File: config.mk
export PLATFORM = sky130hd
export DESIGN_NAME = bpm_uart_tx
export DESIGN_NICKNAME = d
export VERILOG_FILES = /design/src/rtl/bpm_uart_tx.sv
export SDC_FILE = /design/constraint.sdc
export NUM_CORES = 1
export LEC_CHECK = 0
export ABC_AREA = 1
export CAP_MARGIN = 0
export CORE_UTILIZATION = 34
export DETAILED_ROUTE_END_ITERATION = 6
export GPL_ROUTABILITY_DRIVEN = 0
export MAX_ROUTING_LAYER = met4
export PLACE_DENSITY_LB_ADDON = 0.15
export SLEW_MARGIN = 20
export SYNTH_ARGS = -nofsm -noshare
export SYNTH_HDL_FRONTEND = slang
export SYNTH_SLANG_ARGS = --single-unit
export TNS_END_PERCENT = 30
File: constraint.sdc
create_clock -name clk_i -period 3.15 [get_ports clk_i]
set_clock_uncertainty 0.2 [all_clocks]
set_input_delay 0.4725 -clock clk_i [delete_from_list [all_inputs] [get_ports clk_i]]
set_output_delay 0.4725 -clock clk_i [all_outputs]
set_load 0.05 [all_outputs]
File: src/rtl/bpm_uart_tx.sv
// Reports BPM values over a UART 8N1 line as "ddd\r\n" frames.
// Digits come from repeated subtraction; a one-deep pending slot keeps the newest value seen while busy.
module bpm_uart_tx #(
  parameter int CLK_PER_NS = 40,
  parameter int BAUD_RATE  = 115200,
  parameter int BPM_MAX    = 250
) (
  input  logic                           clk_i,
  input  logic                           rst_i,
  input  logic [$clog2(BPM_MAX+1)-1:0]   bpm_i,
  input  logic                           bpm_valid,
  output logic                           tx_o,
  output logic                           busy_o
);

  localparam int BW          = $clog2(BPM_MAX + 1);
  localparam int RW          = (BW < 7) ? 7 : BW;
  localparam int CLK_PER_BIT = (1000000000 + CLK_PER_NS * BAUD_RATE / 2) / (CLK_PER_NS * BAUD_RATE);
  localparam int BCW         = $clog2(CLK_PER_BIT + 1);

  localparam logic [RW-1:0]  MAX_R    = RW'(BPM_MAX);
  localparam logic [RW-1:0]  HUNDRED  = RW'(100);
  localparam logic [RW-1:0]  TEN      = RW'(10);
  localparam logic [BCW-1:0] BIT_LAST = BCW'(CLK_PER_BIT - 1);
  localparam logic [BCW-1:0] BAUD_ONE = BCW'(1);

  typedef enum logic [2:0] {IDLE, CONV, LOAD, START, DATA, STOP} state_t;

  state_t         state, state_nx;
  logic [RW-1:0]  rem, rem_nx;
  logic [3:0]     hund, hund_nx;
  logic [3:0]     tens, tens_nx;
  logic [RW-1:0]  pend_val, pend_val_nx;
  logic           pend_flag, pend_flag_nx;
  logic [2:0]     char_idx, char_idx_nx;
  logic [7:0]     shreg, shreg_nx;
  logic [BCW-1:0] baud_cnt, baud_cnt_nx;
  logic [2:0]     bit_cnt, bit_cnt_nx;
  logic           baud_done;
  logic           last_char;

  function automatic logic [RW-1:0] sat(input logic [BW-1:0] v);
    logic [RW-1:0] w;
    w = RW'(v);
    return (w > MAX_R) ? MAX_R : w;
  endfunction

  assign baud_done = (baud_cnt == '0);
  assign last_char = (char_idx == 3'd5);

  always_ff @(posedge clk_i) begin
    if (rst_i) begin
      state     <= IDLE;
      rem       <= '0;
      hund      <= '0;
      tens      <= '0;
      pend_val  <= '0;
      pend_flag <= 1'b0;
      char_idx  <= '0;
      shreg     <= '0;
      baud_cnt  <= '0;
      bit_cnt   <= '0;
    end else begin
      state     <= state_nx;
      rem       <= rem_nx;
      hund      <= hund_nx;
      tens      <= tens_nx;
      pend_val  <= pend_val_nx;
      pend_flag <= pend_flag_nx;
      char_idx  <= char_idx_nx;
      shreg     <= shreg_nx;
      baud_cnt  <= baud_cnt_nx;
      bit_cnt   <= bit_cnt_nx;
    end
  end

  always_comb begin
    state_nx     = state;
    rem_nx       = rem;
    hund_nx      = hund;
    tens_nx      = tens;
    pend_val_nx  = pend_val;
    pend_flag_nx = pend_flag;
    char_idx_nx  = char_idx;
    shreg_nx     = shreg;
    baud_cnt_nx  = baud_cnt;
    bit_cnt_nx   = bit_cnt;

    if (state != IDLE && bpm_valid) begin
      pend_val_nx  = sat(bpm_i);
      pend_flag_nx = 1'b1;
    end

    case (state)
      IDLE: begin
        if (bpm_valid) begin
          rem_nx      = sat(bpm_i);
          hund_nx     = '0;
          tens_nx     = '0;
          char_idx_nx = '0;
          state_nx    = CONV;
        end
      end
      CONV: begin
        if (rem >= HUNDRED) begin
          rem_nx  = rem - HUNDRED;
          hund_nx = hund + 4'd1;
        end else if (rem >= TEN) begin
          rem_nx  = rem - TEN;
          tens_nx = tens + 4'd1;
        end else begin
          state_nx = LOAD;
        end
      end
      LOAD: begin
        case (char_idx)
          3'd0:    shreg_nx = 8'h30 + {4'h0, hund};
          3'd1:    shreg_nx = 8'h30 + {4'h0, tens};
          3'd2:    shreg_nx = 8'h30 + {4'h0, rem[3:0]};
          3'd3:    shreg_nx = 8'h0D;
          default: shreg_nx = 8'h0A;
        endcase
        char_idx_nx = char_idx + 3'd1;
        baud_cnt_nx = BIT_LAST;
        state_nx    = START;
      end
      START: begin
        if (baud_done) begin
          baud_cnt_nx = BIT_LAST;
          bit_cnt_nx  = '0;
          state_nx    = DATA;
        end else begin
          baud_cnt_nx = baud_cnt - BAUD_ONE;
        end
      end
      DATA: begin
        if (baud_done) begin
          baud_cnt_nx = BIT_LAST;
          shreg_nx    = {1'b0, shreg[7:1]};
          if (bit_cnt == 3'd7) state_nx = STOP;
          else bit_cnt_nx = bit_cnt + 3'd1;
        end else begin
          baud_cnt_nx = baud_cnt - BAUD_ONE;
        end
      end
      STOP: begin
        // The LOAD cycle supplies the final idle-high cycle of a mid-frame stop bit.
        if (!last_char && baud_cnt == BAUD_ONE) begin
          state_nx = LOAD;
        end else if (last_char && baud_done) begin
          hund_nx     = '0;
          tens_nx     = '0;
          char_idx_nx = '0;
          if (bpm_valid) begin
            rem_nx       = sat(bpm_i);
            pend_flag_nx = 1'b0;
            state_nx     = CONV;
          end else if (pend_flag) begin
            rem_nx       = pend_val;
            pend_flag_nx = 1'b0;
            state_nx     = CONV;
          end else begin
            state_nx = IDLE;
          end
        end else begin
          baud_cnt_nx = baud_cnt - BAUD_ONE;
        end
      end
      default: state_nx = IDLE;
    endcase
  end

  assign tx_o   = (state == START) ? 1'b0 : (state == DATA) ? shreg[0] : 1'b1;
  assign busy_o = (state != IDLE);

endmodule

# Word-level counts from Yosys, hierarchy flattened

Index checks and enable logic that the tools add are counted.

Register bits: 50
Input port bits: 11
Output and inout port bits: 2
Logic and storage cells: 122

$add $sub $neg: 10
Order comparisons: 3
Equal/unequal tests: 26
Muxes and demuxes: 51
Reductions and logical operators: 22

Operator list:

| cell                                                                  | number |
|---|---|
| 8-bit 2-to-1 mux                                                      | 12 |
| 8-bit case mux with 3 select lines                                    | 2 |
| 3-bit 2-to-1 mux                                                      | 14 |
| 7-bit case mux with 4 select lines                                    | 1 |
| 4-bit 2-to-1 mux                                                      | 6 |
| 2-bit != test, second input constant                                  | 12 |
| 4-bit case mux with 3 select lines                                    | 2 |
| 6-bit by 4-bit adder with 7-bit output, first input constant          | 3 |
| 3-bit case mux with 6 select lines                                    | 1 |
| 8-bit case mux with 2 select lines                                    | 1 |
| 3-bit by 2-bit equality test with 1-bit output, second input constant | 4 |
| 3-bit equality test, second input constant                            | 4 |
| 6-bit AND reduction                                                   | 2 |
| 3-bit nonzero test                                                    | 4 |
| 1-bit 2-to-1 mux                                                      | 10 |
| 3-bit != test, second input constant                                  | 3 |
| 3-bit case mux with 3 select lines                                    | 1 |
| 4-bit by 1-bit adder with 4-bit output, second input constant         | 2 |
| 8-bit by 1-bit equality test with 1-bit output, second input constant | 1 |
| 8-bit by 4-bit >= comparator with 1-bit output, second input constant | 1 |
| 8-bit by 7-bit >= comparator with 1-bit output, second input constant | 1 |
| 8-bit greater-than comparator, second input constant                  | 1 |
| 8-bit logical NOT                                                     | 1 |
| 4-bit AND reduction                                                   | 2 |
| other kinds (15)                                                      | 21 |

# Depth between registers and ports, before layout

Depth in word-level cells: 8
Mapped depth: 13
Gate-level depth less buffers: 13

# Least setup slack after synthesis

OpenSTA, ideal clock, no wires.

Path type: register to register
Start: register state[2]
End: register tens[0]
Library setup time: 0.116 ns
Arrival: 1.532 ns
Required time: 2.834 ns
Path slack: 1.302 ns
Cell stages (with the launch flop): 12
Path buffers: 1
Period minus slack after synthesis: 1.848 ns
Path through: dfxtp_1 buf_4 inv_1 nand2_2 nor2_1 inv_1 nand3_2 inv_1 nand2_2 inv_1 nor2_1 nor2_1

Word-level cells in the longest chain between the ends: 3
Elaborated cells between the ends (all ways): 11
Those cells by class: eq/ne (7); mux (1); reduce/logical (3)

Ends and longest elaborated chain:

| what                                                                   | RTL line | source |
|---|---|---|
| start, declared                                                        | 29       | `state_t state, state_nx;` |
| start signal, assigned                                                 | 64       | `state <= state_nx;` |
| 3-bit by 1-bit equality test with 1-bit output (tied with other cells) | 94       | `case (state)` |
| 2-bit != test (no line) / 3-bit nonzero test (equally long branches)   | -        |  |
| 6-bit AND reduction (no line)                                          | -        |  |
| end signal, assigned                                                   | 67       | `tens <= tens_nx;` |
| end, declared                                                          | 32       | `logic [3:0] tens, tens_nx;` |

Several ways; a longest one is shown, not always the timed one.
A chain may end at the register's enable or synchronous reset.

# Worst setup path after layout

Start: register state[2]
End: output port tx_o

Word-level cells in the longest chain between the ends: 3
Elaborated cells between the ends (all ways): 4
Those cells by class: eq/ne (2); mux (2)

Ends and longest elaborated chain:

| what                 | RTL line | source |
|---|---|---|
| 3-bit equality test  | 173      | `assign tx_o = (state == START) ? 1'b0 : (state == DATA) ? shreg[0] : 1'b1;` |
| 1-bit 2-to-1 mux     | 173      |  |
| 1-bit 2-to-1 mux (*) | 173      |  |
| end, declared        | 12       | `output logic tx_o,` |

Mark *: on every way between the ends. The rest lies on a longest branch, timed or not.

==> run metrics <==
Reg power frac 28.6%; core area 0.00924 mm2; DR DRC count 0; hold_ws 0.277 ns; Least-Margin Pin Slew 0.593 ns; global route total overflow 0; maximum clock rate 358 MHz; Logic pwr share 57.0%; startpoint types flop; Overall Global Routing Usage 18.0%; final worst path period share 88.7%; P_leak 1.65 nW; die area 0.00998 mm2; Worst R2R Start rem[2]$_SDFFE_PP0P_; total CTS buffers 5; EDFF count, synth 0; CP endpoint kind output pin; Synthesized Nets 526; hold_sp bit_cnt[1]$_SDFFE_PP0P_; Crit Path Class reg -> out; CTS tree done; most frequent cell after synthesis nand2_1; die width 99.9 um; MaxCap Viol Count 0; final setup violating endpoints 0; clock share of power 14.3%; top cells by area, synth dfxtp_1 (29%), nand2_1 (13%), nor2_1 (8.2%), ha_1 (6.5%), inv_1 (6.2%); ant diodes 0; Max Slew Vio Count 0; detailed-route via count 3091; Critical Path Stages 5; antenna violations before repair 0; drt via density 4.82; Most used DFF post-synth dfxtp_1; final hold vios 0; unrepaired setup endpoints after global routing no; Detailed Place HPWL 6160 um; Avg Inst Size Synth 6.54 um2; WL/cell 12.6 um; setup repair bufs after CTS 0; slowest CP cell clkdlybuf4s50_1; Worst Hold End bit_cnt[1]$_SDFFE_PP0P_; Seq/Total Area, Yosys 29.5%; clock sinks 48; # IOs 13; net switching power figure 0.00173 W; Cell Area, Synth 0.00326 mm2; vias in the first global route 2950; Synth Instances 498; Yosys reg bits 48; Clock Tree Root clkbuf_8; R2R Setup Slk 1.00 ns; Area growth, synth to finish 11.5%; starting DRC count in detailed routing 122; I/O Buffers 12; drt first pass iters 4; area leader, netlist dfxtp_1; first-pass GRT wire length 14000 um; outcome completed; CP top delay family buffers and inverters; switch share 49.7%; Syn. warnings 0; # rows 35; post-route minimum period 2.80 ns; Peak VDD IR 0.407 mV; top-area cell type share of the netlist area 29.5%; post-synthesis cell type count 36; synth cell count leaders nand2_1 (117), nor2_1 (71), inv_1 (54); CP required 2.48 ns; final setup TNS 0 ns; Starting Density 35.3%; H-Tree Depth 2; Hold Path Stages 2; Clk Latency, worst-skew pair 0.30 ns; layout cells sized above 1 9.77%; CP Buf/Inv Count 2; # nets final 539; CP max stage delay 0.80 ns; worst flop-to-flop path endpoint tens[0]$_SDFFE_PP0P_; Worst-path clk slew 0.10 ns; async set-reset flop share out of synthesis 0%; worst-path maximum fanout 10; crit-path cells inv_1, nand3_1, nand2_2, nand2_1, clkdlybuf4s50_1; Die Y 99.9 um; path category of the worst min-delay check reg -> reg; worst r2r path cells 11; Post-Route WL 8080 um; power density over the cells 958 mW/mm2; clk buf depth 2; Internal 0.00175 W; Worst EP arrival 2.12 ns; pin count of the biggest net entering global routing 22; relative slew slack 60.4%; Routed Antenna Nets 0
[worst min-delay path, cell delays in order, from the launching register on]
cell and delay, ns:
dfxtp_1 0.32, nand2_1 0.06, a21oi_1 0.06
[sequential cells by signal, indices dropped and copies added, names as in the netlist]
signal	count
baud_cnt	8
char_idx	3
pend_flag	1
pend_val	8
state	3
shreg	6
rem	8
bit_cnt	3
hund	4
tens	4
[worst max path at each step]
stage / start / end
after CTS: state[2]$_SDFFE_PP0P_ / tx_o
after global placement: state[2]$_SDFFE_PP0P_ / tx_o
final: state[2]$_SDFFE_PP0P_ / tx_o
after floorplan: state[2]$_SDFFE_PP0P_ / tens[0]$_SDFFE_PP0P_
after detailed placement: state[2]$_SDFFE_PP0P_ / tx_o
after global routing: state[2]$_SDFFE_PP0P_ / tx_o
[layer usage]
layer	track usage [%]	vias up	wire length [um]
li1	-	1636	-
met1	24.6	1423	4170
met2	28.3	26	3700
met3	2.30	6	135
met4	4.19	0	76
met5	-	-	0
[power groups by stage]
stage	logic [W]	clock network (W)	registers, W
after floorplan	0.00160	0	0.000943
after global placement	0.00197	0	0.00101
after detailed placement	0.00199	0	0.00101
after CTS	0.00200	0.000516	0.00100
after global routing	0.00229	0.000536	0.00104
final	0.00199	0.000500	0.000997
[area by class of cell]
type	instances	area [um2]
Clock buffer	7	96.3
Clock inverter	1	30.0
Fill cell	1011	5610
Inverter	64	248
Multi-Input combinational cell	377	1990
Sequential cell	48	962
Tap cell	129	161
Timing Repair Buffer	15	143
[placed cells by master (no fill, tap or decap), types with 4 or more instances in the layout]
cell type	Yosys	layout
a21oi_1	35	35
clkbuf_8	0	7
clkdlybuf4s50_1	0	12
dfxtp_1	48	47
ha_1	17	17
inv_1	54	54
inv_2	6	6
nand2_1	117	117
nand2_2	5	5
nand2_4	5	5
nand3_1	37	37
nand4_1	7	7
nor2_1	71	71
nor2_2	5	5
nor2_4	4	4
o21ai_0	38	38
o21ai_1	5	5
xor2_1	8	8
[repair_timing]
| item | 4_1_cts | 5_1_grt |
|---|---|---|
| resized for setup | 0 | 1 |
| hold buffers | 0 | 0 |
| setup endpoints to repair | 0 | 1 |
[kinds of logic (layout without fill, tap and decap cells)]
kind of cell,Yosys count,in the layout,share of synthesized area [%]
AO/OA/AOI/OAI,88,88,14.2
XOR/XNOR,10,10,2.69
adder cells (fa/ha/maj),17,17,6.53
flip-flops,48,48,29.5
buffers and inverters,73,87,9.33
AND/OR/NAND/NOR,262,262,37.7
[stage by stage]
stage	power (W)	utilization, %	worst slack, ns	instance area [um2]	std cells
6_report	0.00348	39.3	0.355	3630	641
5_1_grt	0.00386	39.3	0.232	3630	641
4_1_cts	0.00351	39.3	0.124	3630	641
3_5_place_dp	0.00300	37.9	0.479	3510	633
3_3_place_gp	0.00297	37.9	0.515	3510	633
2_1_floorplan	0.00254	-	1.30	3260	498
(Power assumes the default switching activity.)
